$ cat config.mk
export PLATFORM = sky130hd
export DESIGN_NAME = mem_bus_unit
export DESIGN_NICKNAME = d
export VERILOG_FILES = /design/src/rtl/mem_bus_unit.sv
export SDC_FILE = /design/constraint.sdc
export NUM_CORES = 1
export LEC_CHECK = 0
export BUFFER_PORTS_ARGS = -buffer_cell sky130_fd_sc_hd__buf_2
export CAP_MARGIN = 0
export CORE_UTILIZATION = 46
export DETAILED_ROUTE_END_ITERATION = 8
export PLACE_DENSITY_LB_ADDON = 0.25
export SLEW_MARGIN = 30
export SYNTH_ARGS = -nofsm -noshare
export SYNTH_HDL_FRONTEND = slang
export SYNTH_SLANG_ARGS = --single-unit
export TNS_END_PERCENT = 10
$ cat constraint.sdc
create_clock -name Clk -period 2.2 [get_ports Clk]
set_input_delay 0.44 -clock Clk [delete_from_list [all_inputs] [get_ports Clk]]
set_output_delay 0.44 -clock Clk [all_outputs]
set_load 0.05 [all_outputs]
$ cat src/rtl/mem_bus_unit.sv
// ============================================================================
//  Module   : mem_bus_unit
//  Purpose  : Memory-side bus endpoint. Holds MAR/MDR and sequences one
//             multi-cycle 16-bit SRAM read or write per request.
//  Revision : 1.0  initial release
// ============================================================================
`default_nettype none

module mem_bus_unit #(
    parameter int WAIT_CYCLES = 2,
    parameter int ADDR_W      = 20
) (
    input  logic              Clk,
    input  logic              Reset_ah,
    input  logic [15:0]       Bus_Data,
    input  logic              LD_MAR,
    input  logic              LD_MDR,
    input  logic              Mem_Req,
    input  logic              Mem_WE,
    input  logic [15:0]       Data_from_SRAM,
    output logic [15:0]       MAR_out,
    output logic [15:0]       MDR_out,
    output logic [15:0]       Data_to_SRAM,
    output logic              Data_drive,
    output logic [ADDR_W-1:0] SRAM_ADDR,
    output logic              CE_n,
    output logic              OE_n,
    output logic              WE_n,
    output logic              UB_n,
    output logic              LB_n,
    output logic              R,
    output logic              Busy
);

    typedef enum logic [1:0] {
        S_IDLE   = 2'd0,
        S_ACCESS = 2'd1,
        S_DONE   = 2'd2
    } state_t;

    localparam logic [3:0] LAST_CNT = 4'(WAIT_CYCLES - 1);

    state_t      state_q, state_d;
    logic [3:0]  cnt_q,   cnt_d;
    logic        rw_q,    rw_d;
    logic [15:0] mar_q,   mar_d;
    logic [15:0] mdr_q,   mdr_d;

    always_ff @(posedge Clk) begin
        if (Reset_ah) begin
            state_q <= S_IDLE;
            cnt_q   <= 4'd0;
            rw_q    <= 1'b0;
            mar_q   <= 16'h0000;
            mdr_q   <= 16'h0000;
        end else begin
            state_q <= state_d;
            cnt_q   <= cnt_d;
            rw_q    <= rw_d;
            mar_q   <= mar_d;
            mdr_q   <= mdr_d;
        end
    end

    always_comb begin
        state_d    = state_q;
        cnt_d      = cnt_q;
        rw_d       = rw_q;
        mar_d      = mar_q;
        mdr_d      = mdr_q;
        CE_n       = 1'b1;
        OE_n       = 1'b1;
        WE_n       = 1'b1;
        UB_n       = 1'b1;
        LB_n       = 1'b1;
        Data_drive = 1'b0;
        R          = 1'b0;

        case (state_q)
            S_IDLE: begin
                // Loads and a request in the same cycle: the access uses the new values
                if (LD_MAR) mar_d = Bus_Data;
                if (LD_MDR) mdr_d = Bus_Data;
                if (Mem_Req) begin
                    rw_d    = Mem_WE;
                    cnt_d   = 4'd0;
                    state_d = S_ACCESS;
                end
            end
            S_ACCESS: begin
                CE_n       = 1'b0;
                UB_n       = 1'b0;
                LB_n       = 1'b0;
                OE_n       = rw_q;
                WE_n       = ~rw_q;
                Data_drive = rw_q;
                cnt_d      = cnt_q + 4'd1;
                if (cnt_q == LAST_CNT) begin
                    state_d = S_DONE;
                    if (!rw_q) mdr_d = Data_from_SRAM;
                end
            end
            S_DONE: begin
                R          = 1'b1;
                // Keep driving write data one more cycle for SRAM hold time
                Data_drive = rw_q;
                state_d    = S_IDLE;
            end
            default: state_d = S_IDLE;
        endcase
    end

    assign Busy         = (state_q != S_IDLE);
    assign MAR_out      = mar_q;
    assign MDR_out      = mdr_q;
    assign Data_to_SRAM = mdr_q;
    assign SRAM_ADDR    = {{(ADDR_W-16){1'b0}}, mar_q};

endmodule

`default_nettype wire
==> Word level (Yosys, flattened, before mapping) <==
Cells that the tools add are included.
{ "classes": {"reduce_logical": 9, "n_eq_ne": 7, "bitwise_logic": 1, "n_mux": 14, "n_addsub": 1} }
{ "ops": {"columns": ["cell", "n"], "rows": [
  ["$mux W16", 3],
  ["$pmux W16 S2", 1],
  ["$ne A2 B2 Y1 const B", 4],
  ["$pmux W4 S2", 1],
  ["$reduce_and A2 Y1", 4],
  ["$mux W1", 5],
  ["$add A4 B1 Y4 const B", 1],
  ["$eq A4 B1 Y1 const B", 1],
  ["$mux W2", 2],
  ["$mux W4", 1],
  ["$pmux W2 S2", 1],
  ["$reduce_and A4 Y1", 1],
  ["$reduce_bool A2 Y1", 2],
  ["$eq A2 B1 Y1 const B", 1],
  ["$eq A2 B2 Y1 const B", 1],
  ["$logic_not A2 Y1", 1],
  ["$reduce_or A2 Y1", 1],
  ["$not A1 Y1", 1]
]} }
{ "word_totals": {"wordCells": 37, "regBits": 39, "output_inout_bits": 76, "in_bits": 38} }

==> Depth between registers and ports, before layout <==
Gate-level depths: netlist of the first run.
{ "depth": {"word_depth": 3, "depth_mapped": 8, "depth_no_buf": 5} }

==> Worst setup path after synthesis of the first run <==
No wires, ideal clock.
{ "synth_timing": {"path_kind": "register to register", "start": "register cnt_q[0]", "end": "register mdr_q[10], in the netlist Data_to_SRAM[10]", "path_buffers": 2, "path_stages_with_launch": 7, "t_required_ns": 2.079, "period_less_slack_ns": 1.933, "setup_slack_ns": 0.267, "t_arrival_ns": 1.811, "cell_sequence": "dfxtp_1 > ha_1 > or3b_4 > a221o_1 > buf_6 > buf_12 > mux2_4"} }
{ "synth_via": {"elab_chain_cells": 3} }
{ "synth_lines": {"columns": ["element", "line_no", "rtl"], "rows": [
  ["start, declared", "44", "logic [3:0] cnt_q, cnt_d;"],
  ["start signal, assigned", "58", "cnt_q <= cnt_d;"],
  ["$eq A4 B1 Y1", "98", "if (cnt_q == LAST_CNT) begin"],
  ["$ne A2 B2 Y1 (no line)", null, null],
  ["$reduce_and A4 Y1 (no line)", null, null],
  ["end signal, assigned", "61", "mdr_q <= mdr_d;"],
  ["end, declared", "47", "logic [15:0] mdr_q, mdr_d;"]
]} }
Every way passes these cells.
A chain may end at the register's enable or synchronous reset.

==> Worst setup path after layout of the first run <==
{ "layout_timing": {"start": "register cnt_q[0]", "end": "register mdr_q[8], in the netlist Data_to_SRAM[8]"} }
Same word-level chain as after synthesis.

==> flow_summary.yaml, run 1 <==
cells_and_area:
  layout.cells.most_common: "buf_2"
  antenna_cells: 0
  fin_util_pct: 56.74
  nNetsFinal: 376
  mostFrequentLayoutCells: "109 x buf_2, 40 x nand2_1, 39 x dfxtp_1"
  drive_gt1_share_pct: 41.87
  design_area_um2: 2680
  final_cells: 399
  syn_to_final_growth_pct: 18.02
run_status:
  outcome: "completed"
power_and_ir_drop:
  p_comb_share_pct: 52.8
  power.density_nw_per_um2: 1124
  p_switching_mw: 1.466
  peakVddDrop_v: 0.0005489
  p_leak_nw: 1.351
  intPower_mw: 1.547
  seqPwrFrac_pct: 29.7
  sw_frac_of_total_pct: 48.65
  clkPwrFrac_pct: 17.5
synthesis:
  yosysSeqAreaShare_pct: 34.38
  synth.avg_cell_area_um2: 8.635
  ys_ff_latch: 39
  post-synth-top-area-cell: "dfxtp_1"
  ys_types: 37
  synthFlopType: "dfxtp_1"
  yosysTopAreaCellShare_pct: 34.38
  ys_async_sr_fraction_pct: 0
  synth_cells: 263
  synth_area_um2: 2271
  synth-edff-count: 0
  yosysWarnings: 0
  synth.area.top_cells: "dfxtp_1 34%, buf_4 13%, mux2i_1 7.1%"
clock_tree:
  cts_tree: "yes"
  clk_pin_slew_ns: 0.07
  cts_root_buf: "clkbuf_8"
  clock_latency_ns: 0.28
  post_cts_resized: 0
  clock_path_buffers: 2
  postCtsSetupRepairBufs: 0
  cts_buffers: 5
  cts_max_level: 2
  cts_hold_buf: 0
  cts_sinks: 39
detailed_routing:
  routed-wl-met2_um: 2235
  highest_layer: "met4"
  drc_errors: 0
  vias: 1858
  drt-pass1-iter-count: 4
  drt_iter0_markers: 122
  dr_wl_met3_um: 232
  drt_wl_total_um: 4864
  avgRoutedWirePerCell_um: 12.19
  via_per_inst: 4.657
  drt-met1-wl_um: 2345
  ant_nets: 0
critical_path:
  slowest_stage: "dfxtp_1"
  r2r_setup_slack_ns: 0.24
  worstRegToRegCells: 5
  required_ns: 2.38
  slowest_delay_ns: 0.45
  path_class: "reg -> reg"
  start_kind: "register"
  r2r-start: "cnt_q[0]"
  startpoint: "cnt_q[0]"
  end_kind: "register"
  worstPathCellList: "ha_1 -> or3b_4 -> a221o_1 -> buf_4 -> mux2_4"
  cp-endpoint: "Data_to_SRAM[8]"
  timing.rr.end: "Data_to_SRAM[8]"
  cp.arrival_ns: 2.14
  cp_max_fo: 16
timing:
  fin_crit_ns: 1.963
  setup_viol: 0
  relSlewSlack_pct: 58.44
  maxSlewViolCount: 0
  max_freq_ghz: 0.5093
  final.setup_skew_ns: 0.002266
  worst_slew_pin_slew_ns: 0.6219
  finalCritPeriodShare_pct: 89.25
  rsz0062_at_grt: "false"
  setup_tns_ns: 0
  hold_viol_final: 0
  holdWs_ns: 0.3966
floorplanning:
  initial_core_util_pct: 48.08
  die-area_um2: 5222
  num_rows: 25
  die_w_um: 72.26
  core_um2: 4723
  ios: 114
  die_y_um: 72.26
global_route:
  overflow: 0
  grt_max_degree: 56
  grt_pass1_wl_um: 7617
  antenna_found_initial: 0
  track_usage_pct: 18.57
  grt_pass1_vias: 1583
placed_design:
  hpwlAfterDp_um: 3564
  dp_cells: 391
  io_buffers: 109
  placed_area_um2: 2580
  globalplace.congestion: 0.7510
job:
  cap_violations: 0
hold_path:
  min_path_type: "in -> reg"
-- layer usage --
metal	vias up	GRT usage, %
met5	-	0
met4	0	7.190
met3	4	3.472
met2	54	27.62
met1	847	26.53
li1	953	-
-- sequential cells by signal, indices dropped and copies added (netlist names) --
signal        flops
Data_to_SRAM     16
MAR_out          16
cnt_q             4
state_q           2
rw_q              1
-- cells by family (layout without fill, tap and decap cells) --
group / count (synthesis) / count (layout) / share of synthesized area (%)
muxes: 32 / 32 / 16.64
adders and majority gates: 7 / 7 / 3.857
buffers and inverters: 62 / 128 / 17.63
and+or+nand+nor: 89 / 89 / 18.07
other: 1 / 4 / 0.1651
xor gates and xnor gates: 1 / 1 / 0.3857
DFF: 39 / 39 / 34.38
AOI/OAI and AO/OA: 32 / 32 / 8.871
-- worst min path at each step --
stage	start	to	slack, ns	cells past startpoint
2_1_floorplan	rw_q	rw_q	0.47	2
3_3_place_gp	MAR_out[11]	MAR_out[11]	0.45	2
3_5_place_dp	MAR_out[2]	MAR_out[2]	0.46	2
4_1_cts	Bus_Data[5]	MAR_out[5]	0.39	3
5_1_grt	Bus_Data[3]	MAR_out[3]	0.41	3
6_report	Bus_Data[5]	MAR_out[5]	0.40	3
-- metrics by stage --
step                setup slack, ns  power [mW]
finish                       0.2365       3.014
global route                 0.1448       3.151
CTS                          0.2340       3.025
detailed placement           0.2448       2.503
global placement             0.2746       2.491
floorplan                    0.2675       2.355
-- cell usage after synthesis, types with 2 or more instances --
master / n
nand2_1: 40
dfxtp_1: 39
buf_4: 38
a21oi_1: 20
nor2_1: 20
nor2b_1: 17
mux2i_1: 16
clkbuf_1: 12
mux2_4: 10
ha_1: 7
inv_1: 7
mux2_2: 6
a211oi_1: 2
and2_1: 2
buf_1: 2
nand2b_1: 2
nand3_1: 2
nor3_1: 2
-- worst max-delay path: cells and delay by family, from the launching register on --
family | cells | cell delay, ns
DFF | 1 | 0.45
and+or+nand+nor | 1 | 0.39
muxes | 1 | 0.32
AOI/OAI and AO/OA | 1 | 0.30
buffers and inverters | 1 | 0.22
adders and majority gates | 1 | 0.18
-- power by group through the flow --
stage | clock (mW) | combinational, mW | sequential [mW]
floorplan | 0 | 1.12 | 1.24
global placement | 0 | 1.58 | 0.906
detailed placement | 0 | 1.59 | 0.911
CTS | 0.535 | 1.59 | 0.896
global route | 0.564 | 1.68 | 0.910
finish | 0.528 | 1.59 | 0.894
-- cell type report --
class,count,area [um2]
well taps,67,83.83
fillers,468,2043
flip-flops and latches,39,780.7
multi-input cells,165,1101
inverters,7,26.28
repair buffers,113,588.1
clock buffers,8,100.1
Note: power is estimated with default switching activity, not from simulation.
==> run 2, diff against run 1 <==
--- a/config.mk
+++ b/config.mk
@@ -7,7 +7,9 @@
 export LEC_CHECK = 0
 export BUFFER_PORTS_ARGS = -buffer_cell sky130_fd_sc_hd__buf_2
 export CAP_MARGIN = 0
-export CORE_UTILIZATION = 46
+export CELL_PAD_IN_SITES_DETAIL_PLACEMENT = 0
+export CELL_PAD_IN_SITES_GLOBAL_PLACEMENT = 1
+export CORE_UTILIZATION = 32
 export DETAILED_ROUTE_END_ITERATION = 8
 export PLACE_DENSITY_LB_ADDON = 0.25
 export SLEW_MARGIN = 30
==> flow_summary.yaml, run 2 (synthesis gave the netlist of run 1 again) <==
run_status:
  outcome: "completed"
clock_tree:
  postCtsSetupRepairBufs: 0
  clock_latency_ns: 0.28
  cts_max_level: 2
  cts_hold_buf: 0
  cts_sinks: 39
  clk_pin_slew_ns: 0.07
  cts_root_buf: "clkbuf_8"
  cts_buffers: 5
  clock_path_buffers: 2
  cts_tree: "yes"
  post_cts_resized: 0
cells_and_area:
  nNetsFinal: 378
  fill_cells: 735
  fin_util_pct: 39.52
  register_area_um2: 780.7
  mostFrequentLayoutCells: "109 x buf_2, 40 x nand2_1, 39 x dfxtp_1"
  syn_to_final_growth_pct: 18.90
  antenna_cells: 0
  layout.cells.most_common: "buf_2"
  multi_input_area_um2: 1101
  drive_gt1_share_pct: 41.92
critical_path:
  cp_max_fo: 16
  r2r_setup_slack_ns: 0.21
  start_kind: "register"
  r2r-start: "cnt_q[0]"
  timing.rr.end: "Data_to_SRAM[12]"
  path_class: "reg -> reg"
  worstRegToRegCells: 5
  required_ns: 2.38
  cp.arrival_ns: 2.17
  end_kind: "register"
timing:
  rsz0062_at_grt: "false"
  finalCritPeriodShare_pct: 90.58
  final.setup_skew_ns: 0.001033
  relSlewSlack_pct: 55.46
  fin_crit_ns: 1.993
  hold_viol_final: 0
  setup_viol: 0
  max_freq_ghz: 0.5018
  setup_tns_ns: 0
  maxSlewViolCount: 0
  worst_slew_pin_slew_ns: 0.6682
floorplanning:
  ios: 114
  initial_core_util_pct: 33.24
  die-area_um2: 7437
  die_w_um: 86.24
  num_rows: 30
  die_y_um: 86.24
  core_um2: 6832
detailed_routing:
  drt-pass1-iter-count: 4
  ant_nets: 0
  vias: 1851
  avgRoutedWirePerCell_um: 11.89
  via_per_inst: 4.305
  drc_errors: 0
  drt_wl_total_um: 5114
  drt_iter0_markers: 43
power_and_ir_drop:
  sw_frac_of_total_pct: 49.69
  intPower_mw: 1.483
  p_comb_share_pct: 53.8
  seqPwrFrac_pct: 30.4
  clkPwrFrac_pct: 15.8
  power.density_nw_per_um2: 1092
  p_switching_mw: 1.464
  peakVddDrop_v: 0.0003572
  p_leak_nw: 1.347
placed_design:
  io_buffers: 109
  globalplace.congestion: 0.7755
  hpwlAfterDp_um: 3903
global_route:
  track_usage_pct: 13.25
  grt_max_degree: 40
  overflow: 0
  grt_pass1_wl_um: 7617
  grt_pass1_vias: 1526
  antenna_found_initial: 0
job:
  cap_violations: 0
hold_path:
  hold_depth: 3
  min_path_type: "in -> reg"
  hp-start: "Bus_Data[3]"
  holdPathEnd: "MAR_out[3]"
-- run 2: cell types whose count changed in the layout (fill, tap and decap cells not counted), sizes merged --
cell / previous run / this run
clkbuf: 8 / 7
buf: 113 / 115
clkinv: 0 / 1
-- run 2: stage by stage --
step | instances | cell area (um2) | setup WS (ns) | hold slack (ns) | total power [mW]
2_1_floorplan | 266 | 2282 | 0.2675 | 0.4659 | 2.355
3_3_place_gp | 422 | 2619 | 0.2613 | 0.4543 | 2.508
3_5_place_dp | 422 | 2619 | 0.1987 | 0.4615 | 2.511
4_1_cts | 430 | 2700 | 0.1869 | 0.3902 | 2.985
5_1_grt | 430 | 2700 | 0.09681 | 0.4013 | 3.102
6_report | 430 | 2700 | 0.2072 | 0.4006 | 2.947
-- run 2: how the worst max path moves through the flow --
stage / cells after the start / slack (ns) / from / endpoint
CTS: 5 / 0.19 / cnt_q[0] / Data_to_SRAM[13]
floorplan: 6 / 0.27 / cnt_q[0] / Data_to_SRAM[10]
global placement: 5 / 0.26 / cnt_q[0] / Data_to_SRAM[14]
finish: 5 / 0.21 / cnt_q[0] / Data_to_SRAM[12]
detailed placement: 5 / 0.20 / cnt_q[0] / Data_to_SRAM[6]
global route: 5 / 0.1 / cnt_q[0] / Data_to_SRAM[14]
-- run 2: layout make-up --
cell class	count	share of cell area, %
Multi-Input combinational cell	165	40.78
Timing Repair Buffer	115	21.87
Sequential cell	39	28.92
Clock buffer	7	2.827
Inverter	7	0.9731
Clock inverter	1	0.1854
Tap cell	96	4.449
-- run 2: critical path, cell delays in order, from the launching register on --
cell	delay [ns]
dfxtp_1	0.46
ha_1	0.18
or3b_4	0.39
a221o_1	0.31
buf_4	0.22
mux2_4	0.31
-- run 2: metal layers --
metal  up-vias  part of all wire, %  global-route usage, %
li1        958                    -                      -
met1       829                   49                  18.36
met2        60                   45                  20.06
met3         4                  5.5                  3.238
met4         0                 0.92                  4.545
met5         -                    0                      0
-- run 2: power groups by stage --
stage | registers, mW | clock network (mW) | logic [mW]
after floorplan | 1.24 | 0 | 1.12
after global placement | 0.912 | 0 | 1.60
after detailed placement | 0.916 | 0 | 1.60
after CTS | 0.901 | 0.487 | 1.60
after global routing | 0.914 | 0.514 | 1.67
final | 0.897 | 0.465 | 1.59
